<file path="config.mk">
export PLATFORM = sky130hd
export DESIGN_NAME = bus_rr_arbit4
export DESIGN_NICKNAME = d
export VERILOG_FILES = /design/src/rtl/bus_rr_arbit4.sv
export SDC_FILE = /design/constraint.sdc
export NUM_CORES = 1
export LEC_CHECK = 0
export CORE_MARGIN = 4
export CORE_UTILIZATION = 55
export CTS_BUF_LIST = sky130_fd_sc_hd__clkbuf_4 sky130_fd_sc_hd__clkbuf_8
export DETAILED_ROUTE_END_ITERATION = 7
export GPL_TIMING_DRIVEN = 0
export PLACE_DENSITY = 0.91
export REMOVE_ABC_BUFFERS = 1
export SYNTH_ARGS = -nofsm -noshare
export SYNTH_HDL_FRONTEND = slang
export SYNTH_SLANG_ARGS = --single-unit
</file>
<file path="constraint.sdc">
create_clock -name clk -period 3.78 [get_ports clk]
set_input_delay 0.756 -clock clk [delete_from_list [all_inputs] [get_ports clk]]
set_output_delay 0.756 -clock clk [all_outputs]
set_load 0.005 [all_outputs]
</file>
<file path="src/rtl/bus_rr_arbit4.sv">
// -----------------------------------------------------------------------------
// bus_rr_arbit4
//
// Four-master round-robin bus arbiter with time-slice preemption.
// Exactly one master owns the bus at a time. Priority rotates starting
// after the most recent owner. An owner that holds the bus for MAX_HOLD
// consecutive contended cycles is forced off in favour of the next
// requester. All outputs are registered, so there is no combinational path
// from req_i to any output. Requests are sampled at a clock edge and the
// grant is visible in the following cycle.
//
// Ports:
//   clk            in   rising-edge clock
//   reset_n        in   asynchronous, active-low reset
//   req_i[3:0]     in   request per master (bit i = master i)
//   grant_o[3:0]   out  registered one-hot grant, all-zero when idle
//   grant_valid_o  out  registered, 1 when any grant bit is set
//   grant_id_o     out  registered index of the current owner; holds the
//                       last owner while idle (this is also the RR pointer)
//   preempt_o      out  registered one-cycle pulse, asserted in the first
//                       cycle of the new owner after a time-slice preemption
//
// Parameters:
//   MAX_HOLD  maximum consecutive contended cycles for one owner (2..15)
//   CW        hold counter width, 2**CW > MAX_HOLD
// -----------------------------------------------------------------------------
module bus_rr_arbit4 #(
    parameter int MAX_HOLD = 8,
    parameter int CW       = 4
) (
    input  logic       clk,
    input  logic       reset_n,
    input  logic [3:0] req_i,
    output logic [3:0] grant_o,
    output logic       grant_valid_o,
    output logic [1:0] grant_id_o,
    output logic       preempt_o
);

    typedef enum logic {
        IDLE  = 1'b0,
        GRANT = 1'b1
    } state_t;

    localparam logic [CW-1:0] HOLD_LAST = CW'(MAX_HOLD - 1);

    state_t        state_q,    state_d;
    logic [CW-1:0] hold_cnt_q, hold_cnt_d;
    logic [1:0]    grant_id_q, grant_id_d;
    logic [3:0]    grant_q,    grant_d;
    logic          valid_q,    valid_d;
    logic          preempt_q,  preempt_d;

    logic [3:0]    owner_mask;
    logic [3:0]    other_req;
    logic [3:0]    next_onehot;

    // Round-robin search: first set bit of r in order from+1, from+2,
    // from+3, from. Iterating from the farthest offset down lets the
    // nearest candidate overwrite the result last.
    function automatic logic [1:0] rr_pick(input logic [3:0] r,
                                           input logic [1:0] from);
        logic [1:0] pick;
        logic [1:0] idx;
        pick = from;
        for (int k = 4; k >= 1; k--) begin
            idx = from + 2'(k);
            if (r[idx]) begin
                pick = idx;
            end
        end
        return pick;
    endfunction

    // The registered grant_id doubles as the last owner (RR pointer).
    generate
        for (genvar gi = 0; gi < 4; gi++) begin : g_decode
            assign owner_mask[gi]  = (grant_id_q == 2'(gi));
            assign next_onehot[gi] = (grant_id_d == 2'(gi));
        end
    endgenerate

    assign other_req = req_i & ~owner_mask;

    always_comb begin
        state_d    = state_q;
        grant_id_d = grant_id_q;
        hold_cnt_d = hold_cnt_q;
        preempt_d  = 1'b0;

        case (state_q)
            IDLE: begin
                if (req_i != 4'b0000) begin
                    state_d    = GRANT;
                    grant_id_d = rr_pick(req_i, grant_id_q);
                    hold_cnt_d = '0;
                end
            end

            GRANT: begin
                if (!req_i[grant_id_q]) begin
                    // Release: hand over in the same edge, or fall idle.
                    hold_cnt_d = '0;
                    if (other_req != 4'b0000) begin
                        grant_id_d = rr_pick(other_req, grant_id_q);
                    end else begin
                        state_d = IDLE;
                    end
                end else if (other_req != 4'b0000) begin
                    if (hold_cnt_q == HOLD_LAST) begin
                        // Time slice used up while others wait.
                        grant_id_d = rr_pick(other_req, grant_id_q);
                        hold_cnt_d = '0;
                        preempt_d  = 1'b1;
                    end else begin
                        hold_cnt_d = hold_cnt_q + 1'b1;
                    end
                end else begin
                    // Uncontended cycles never count toward preemption.
                    hold_cnt_d = '0;
                end
            end

            default: begin
                state_d    = IDLE;
                hold_cnt_d = '0;
            end
        endcase

        valid_d = (state_d == GRANT);
        grant_d = valid_d ? next_onehot : 4'b0000;
    end

    always_ff @(posedge clk or negedge reset_n) begin
        if (!reset_n) begin
            state_q    <= IDLE;
            hold_cnt_q <= '0;
            grant_id_q <= 2'd3;
            grant_q    <= 4'b0000;
            valid_q    <= 1'b0;
            preempt_q  <= 1'b0;
        end else begin
            state_q    <= state_d;
            hold_cnt_q <= hold_cnt_d;
            grant_id_q <= grant_id_d;
            grant_q    <= grant_d;
            valid_q    <= valid_d;
            preempt_q  <= preempt_d;
        end
    end

    assign grant_o       = grant_q;
    assign grant_valid_o = valid_q;
    assign grant_id_o    = grant_id_q;
    assign preempt_o     = preempt_q;

endmodule

</file>
After elaboration in Yosys (flattened, before gate mapping)
Cells that the tools add are included.

Multipliers: 0. Bitwise logic cells: 3. Equality and inequality tests: 8. Order comparisons: 4. Reduce and logical (&&, ||, !) cells: 4. Divide/modulo/power cells: 0. Shift operators: 0. Muxes and demuxes: 40. Add/subtract/negate cells: 4.

Operator list (count): $mux W2 (11); $mux W4 (5); $bmux W1 S2 (7); $mux W1 (14); $lt A2 B3 Y1 const B (4); $eq A2 B2 Y1 const B (4); $pmux W4 S2 (1); $reduce_bool A4 Y1 (2); $add A2 B2 Y2 const B (2); $add A4 B1 Y4 const B (1); $and A4 B4 Y4 (1); $eq A2 B1 Y1 const B (2); $eq A4 B3 Y1 const B (1); $logic_not A2 Y1 (2); $not A4 Y4 (1); $pmux W2 S2 (1); $add A2 B1 Y2 const B (1); $ne A2 B2 Y1 const B (1); $pmux W1 S2 (1); $not A1 Y1 (1).

Bits in writable memories: 0. Memories: 0. ROM bits: 0. Latch bits: 0. Bits of input ports: 6. Bits in registers: 12.

Longest topological paths before layout
Word-level depth: 14. Mapped depth: 10.

Worst setup path after synthesis
Ideal clock, no wire load.

Kind: register to register. Start point: register grant_id_q[1], in the netlist grant_id_o[1]. End point: register grant_q[1], in the netlist grant_o[1]. Library setup time: 0.096 ns. Stages on the path, launching flop included: 10. Period minus slack after synthesis: 2.649 ns. Setup slack: 1.131 ns. Arrival time: 2.554 ns. Required time: 3.684 ns. Buffers on the path: 2. Path through: dfstp_2 buf_2 clkbuf_1 inv_1 ha_1 mux4_2 a41oi_1 o211ai_1 and4_2 nor4_2.

Cells in the longest elaborated chain, start to end: 14. Elaborated cells on any way between the ends: 41. Those cells by class: add/sub (3); eq/ne (4); mux (30); bitwise (2); reduce/logical (2).

Ends and longest elaborated chain: from (decl) (line 49) `logic [1:0] grant_id_q, grant_id_d;`; from (signal assigned) (line 145) `grant_id_q <= grant_id_d;`; $eq A2 B1 Y1 (tied with other cells) (line 78) `assign owner_mask[gi] = (grant_id_q == 2'(gi));`; $not A4 Y4 (line 83) `assign other_req = req_i & ~owner_mask;`; $and A4 B4 Y4 (line 83); $bmux W1 S2 (line 68) `if (r[idx]) begin`; $mux W1 (not written as such) (line 68); $mux W2 (3 in series) (line 68); $mux W2 (line 110) `if (hold_cnt_q == HOLD_LAST) begin`; $mux W2 (line 109) `end else if (other_req != 4'b0000) begin`; $mux W2 (line 101) `if (!req_i[grant_id_q]) begin`; $pmux W2 S2 (line 91) `case (state_q)`; $eq A2 B1 Y1 (line 79) `assign next_onehot[gi] = (grant_id_d == 2'(gi));`; $mux W4 * (line 131) `grant_d = valid_d ? next_onehot : 4'b0000;`; named net grant_d[1] (line 50) `logic [3:0] grant_q, grant_d;`; to (signal assigned) (line 146) `grant_q <= grant_d;`; to (decl) (line 50).

Mark *: on every way through the listed nets, which the timed path passes. The rest lies on a longest branch. The select of a mux whose other input is x is not followed. A chain may end at the register's enable or synchronous reset.

Worst setup path in the final report
Start point: input req_i[2]. End point: register grant_q[0], in the netlist grant_o[0].

Cells in the longest elaborated chain, start to end: 12. Elaborated cells on any way between the ends: 35. Those cells by class: mux (31); bitwise (1); reduce/logical (3).

Ends and longest elaborated chain: from (decl) (line 33) `input logic [3:0] req_i,`; $and A4 B4 Y4 (line 83); $bmux W1 S2 (line 68); $mux W1 (not written as such) (line 68); $mux W2 (3 in series) (line 68); $mux W2 (line 110); $mux W2 (line 109); $mux W2 (line 101); $pmux W2 S2 * (line 91); named net grant_id_d[1] (line 49); $logic_not A2 Y1 * (line 79); $mux W4 * (line 131); named net grant_d[0] (line 50).

Marked as above.

==> impl_metrics.yaml <==
status:
  status: "complete, no violations"
setup_path:
  rr_worst_depth: 7
  crit_arrival_ps: 2900
  critical_path.top_delay_family: "simple AND/OR/NAND/NOR gates"
  path_class: "in -> reg"
  start_kind: "input pin"
  r2r_start: "grant_id_o[0]"
  path_cells: "clkdlybuf4s50_1 > and2b_4 > or4_4 > a21o_1 > o221a_4 > a211oi_2"
  cp-startpoint: "req_i[2]"
  worstPathRequired_ps: 3960
  cp_slowest_cell: "clkdlybuf4s50_1"
  crit_path_end_kind: "register"
  cp_slowest_stage_delay_ps: 600
  cp_num_buf_inv: 1
  r2r_end: "grant_o[2]"
  r2r_slack_ps: 1070
  cp_max_fo: 13
synthesis:
  ys_seq_area_share_pct: 28.78
  yosys_most_used_dff: "dfrtp_1"
  ys_types: 51
  postSynthCellCount: 103
  synth_area_per_cell_um2: 10.22
  yosys_warnings: 0
  synth_seq_cells: 12
  netlist_area_um2: 1052
  synth_edf_count: 0
  async_reset_ff_share_pct: 100.0
hold_path:
  min_to: "hold_cnt_q[1]"
  hp-class: "reg -> reg"
  whs_path_depth: 2
  min_from: "hold_cnt_q[1]"
layout:
  final_util_pct: 66.74
  diodes: 0
  layout_commonest_cell: "clkdlybuf4s50_1"
  stdcell_area_um2: 1177
  final_cell_mix: "13 x clkdlybuf4s50_1, 10 x dfrtp_1, 7 x nand2_1"
  finalNonFillerCells: 137
  drive_above_1_share_pct: 22.32
  final_nets: 124
  area_growth_pct: 11.89
floorplan:
  start_util_pct: 59.65
  dieArea_um2: 2677
  coreArea_um2: 1764
  pin_count: 14
  fp-row-count: 15
  fp.dieW_um: 51.74
  die_h_um: 51.74
clock_network:
  insertion_delay_ps: 270
  cts_resized: 0
  hold_buffers: 0
  root_buffer: "clkbuf_4"
  clkSlewWorstSetupHoldPaths_ps: 70
  cts_tree: "done"
  postCtsSetupBuffers: 0
  cts_buffer_depth: 2
  htree_levels: 1
  cts_sinks: 12
  numCtsBuffers: 3
sta:
  layout_setup_ws_ps: 1060
  slew_violations: 0
  fin_crit_ps: 2720
  hold_violations: 0
  fin_tns_setup_ps: 0
  grt_setup_unrepaired: "no"
  slew-limit-headroom_pct: 65.46
  finalCritPeriodShare_pct: 71.97
  worstMarginPinSlew_ps: 516.4
  fmaxAchievable_ghz: 0.3676
  setup_viol: 0
  fin_skew_ps: 3.190
routing:
  drt-total-wl_um: 2122
  dr.pass1.iters: 4
  drc: 0
  via_per_inst: 6.445
  routedWlPerCell_um: 15.49
  vias: 883
  drt_iter0_drc: 21
  drtAntennaViolNets: 0
global_route:
  grt_pass1_vias: 854
  grt_max_degree: 26
  grt_overflow_total: 0
  antenna_found_initial: 0
  grt_use_total_pct: 17.17
  grt_pass1_wl_um: 3539
place:
  dp.final_hpwl_um: 1534
  dp_cells: 133
  placed_area_um2: 1141
  portBuffers: 13
  place_ws_ps: 783.6
  routabilityCongestion: 0.8148
power_and_ir_drop:
  pwr_density_cell_nw_per_um2: 766.4
  peakVddDrop_uv: 416.8
  p_leak_nw: 0.5022
job:
  maxCapViolCount: 0
per-stage QoR:
stage	power, mW	hold slack (ps)
finish	0.9024	536.8
global route	0.9702	562.3
CTS	0.9006	537.1
detailed placement	0.7949	520.8
global placement	0.7654	489.4
floorplan	0.6376	460.4
area by class of cell:
cell class                 instances  area, um2
clock buffer                       4      36.28
fill                             154      586.8
inverter                           6      22.52
multi-input combinational         77      654.4
sequential                        12      302.8
tap                               25      31.28
timing repair buffer              13      130.1
registers in the layout, summed over array words and instances (netlist names):
register,flops
preempt_o,1
grant_id_o,2
grant_o,4
grant_valid_o,1
hold_cnt_q,4
metal layers:
layer  share of wire, %  global-route usage [%]  vias up
met5                  0                       0        -
met4                2.6                   10.48        0
met3                5.0                   1.719        6
met2                 50                   30.51       32
met1                 42                   19.60      434
li1                   -                       -      411
how the worst max path moves through the flow:
stage,end,slack [ps],depth (start not counted)
finish,grant_o[0],1060,6
global route,grant_o[1],900,7
CTS,grant_o[3],1070,7
detailed placement,grant_o[3],780,7
global placement,grant_o[3],830,7
floorplan,grant_o[1],1380,7
power breakdown:
part | switching (mW) | internal (mW)
Combinational | 0.245 | 0.285
Sequential | 0.0915 | 0.183
Clock | 0.0398 | 0.0585
Total | 0.376 | 0.526
worst register-to-register path: stages (launching register included):
cell      delay [ps]
dfstp_2          810
inv_1            170
ha_1             420
mux4_2           320
a41oi_1          190
o211ai_1         180
and4_2           300
o211a_1          220
cell families after synthesis:
logic type,share of synthesized area [%]
flip-flops,28.78
multiplexers,10.82
AND/OR/NAND/NOR,24.02
adder cells (fa/ha/maj),5.945
AO/OA/AOI/OAI,21.40
buffers and inverters,9.036
synthesized netlist by cell type (2+ instances only):
master,n,share of area (%)
buf_2,5,2.4
or2_2,2,1.2
inv_1,6,2.1
nand2_1,7,2.5
nand3b_1,3,2.1
ha_1,5,5.9
nand4_1,3,1.8
nor2_1,3,1.1
nor2b_4,2,2.6
a21oi_1,3,1.4
o2111ai_1,2,1.7
a211oi_1,2,1.4
a21o_1,2,1.4
a32oi_1,2,1.7
o21ai_0,6,2.9
dfrtp_1,10,24
o211ai_1,2,1.4
mux2_2,2,2.1
mux2i_1,2,1.9
mux4_2,2,4.3
dfstp_2,2,5.0
(Power assumes the default switching activity.)
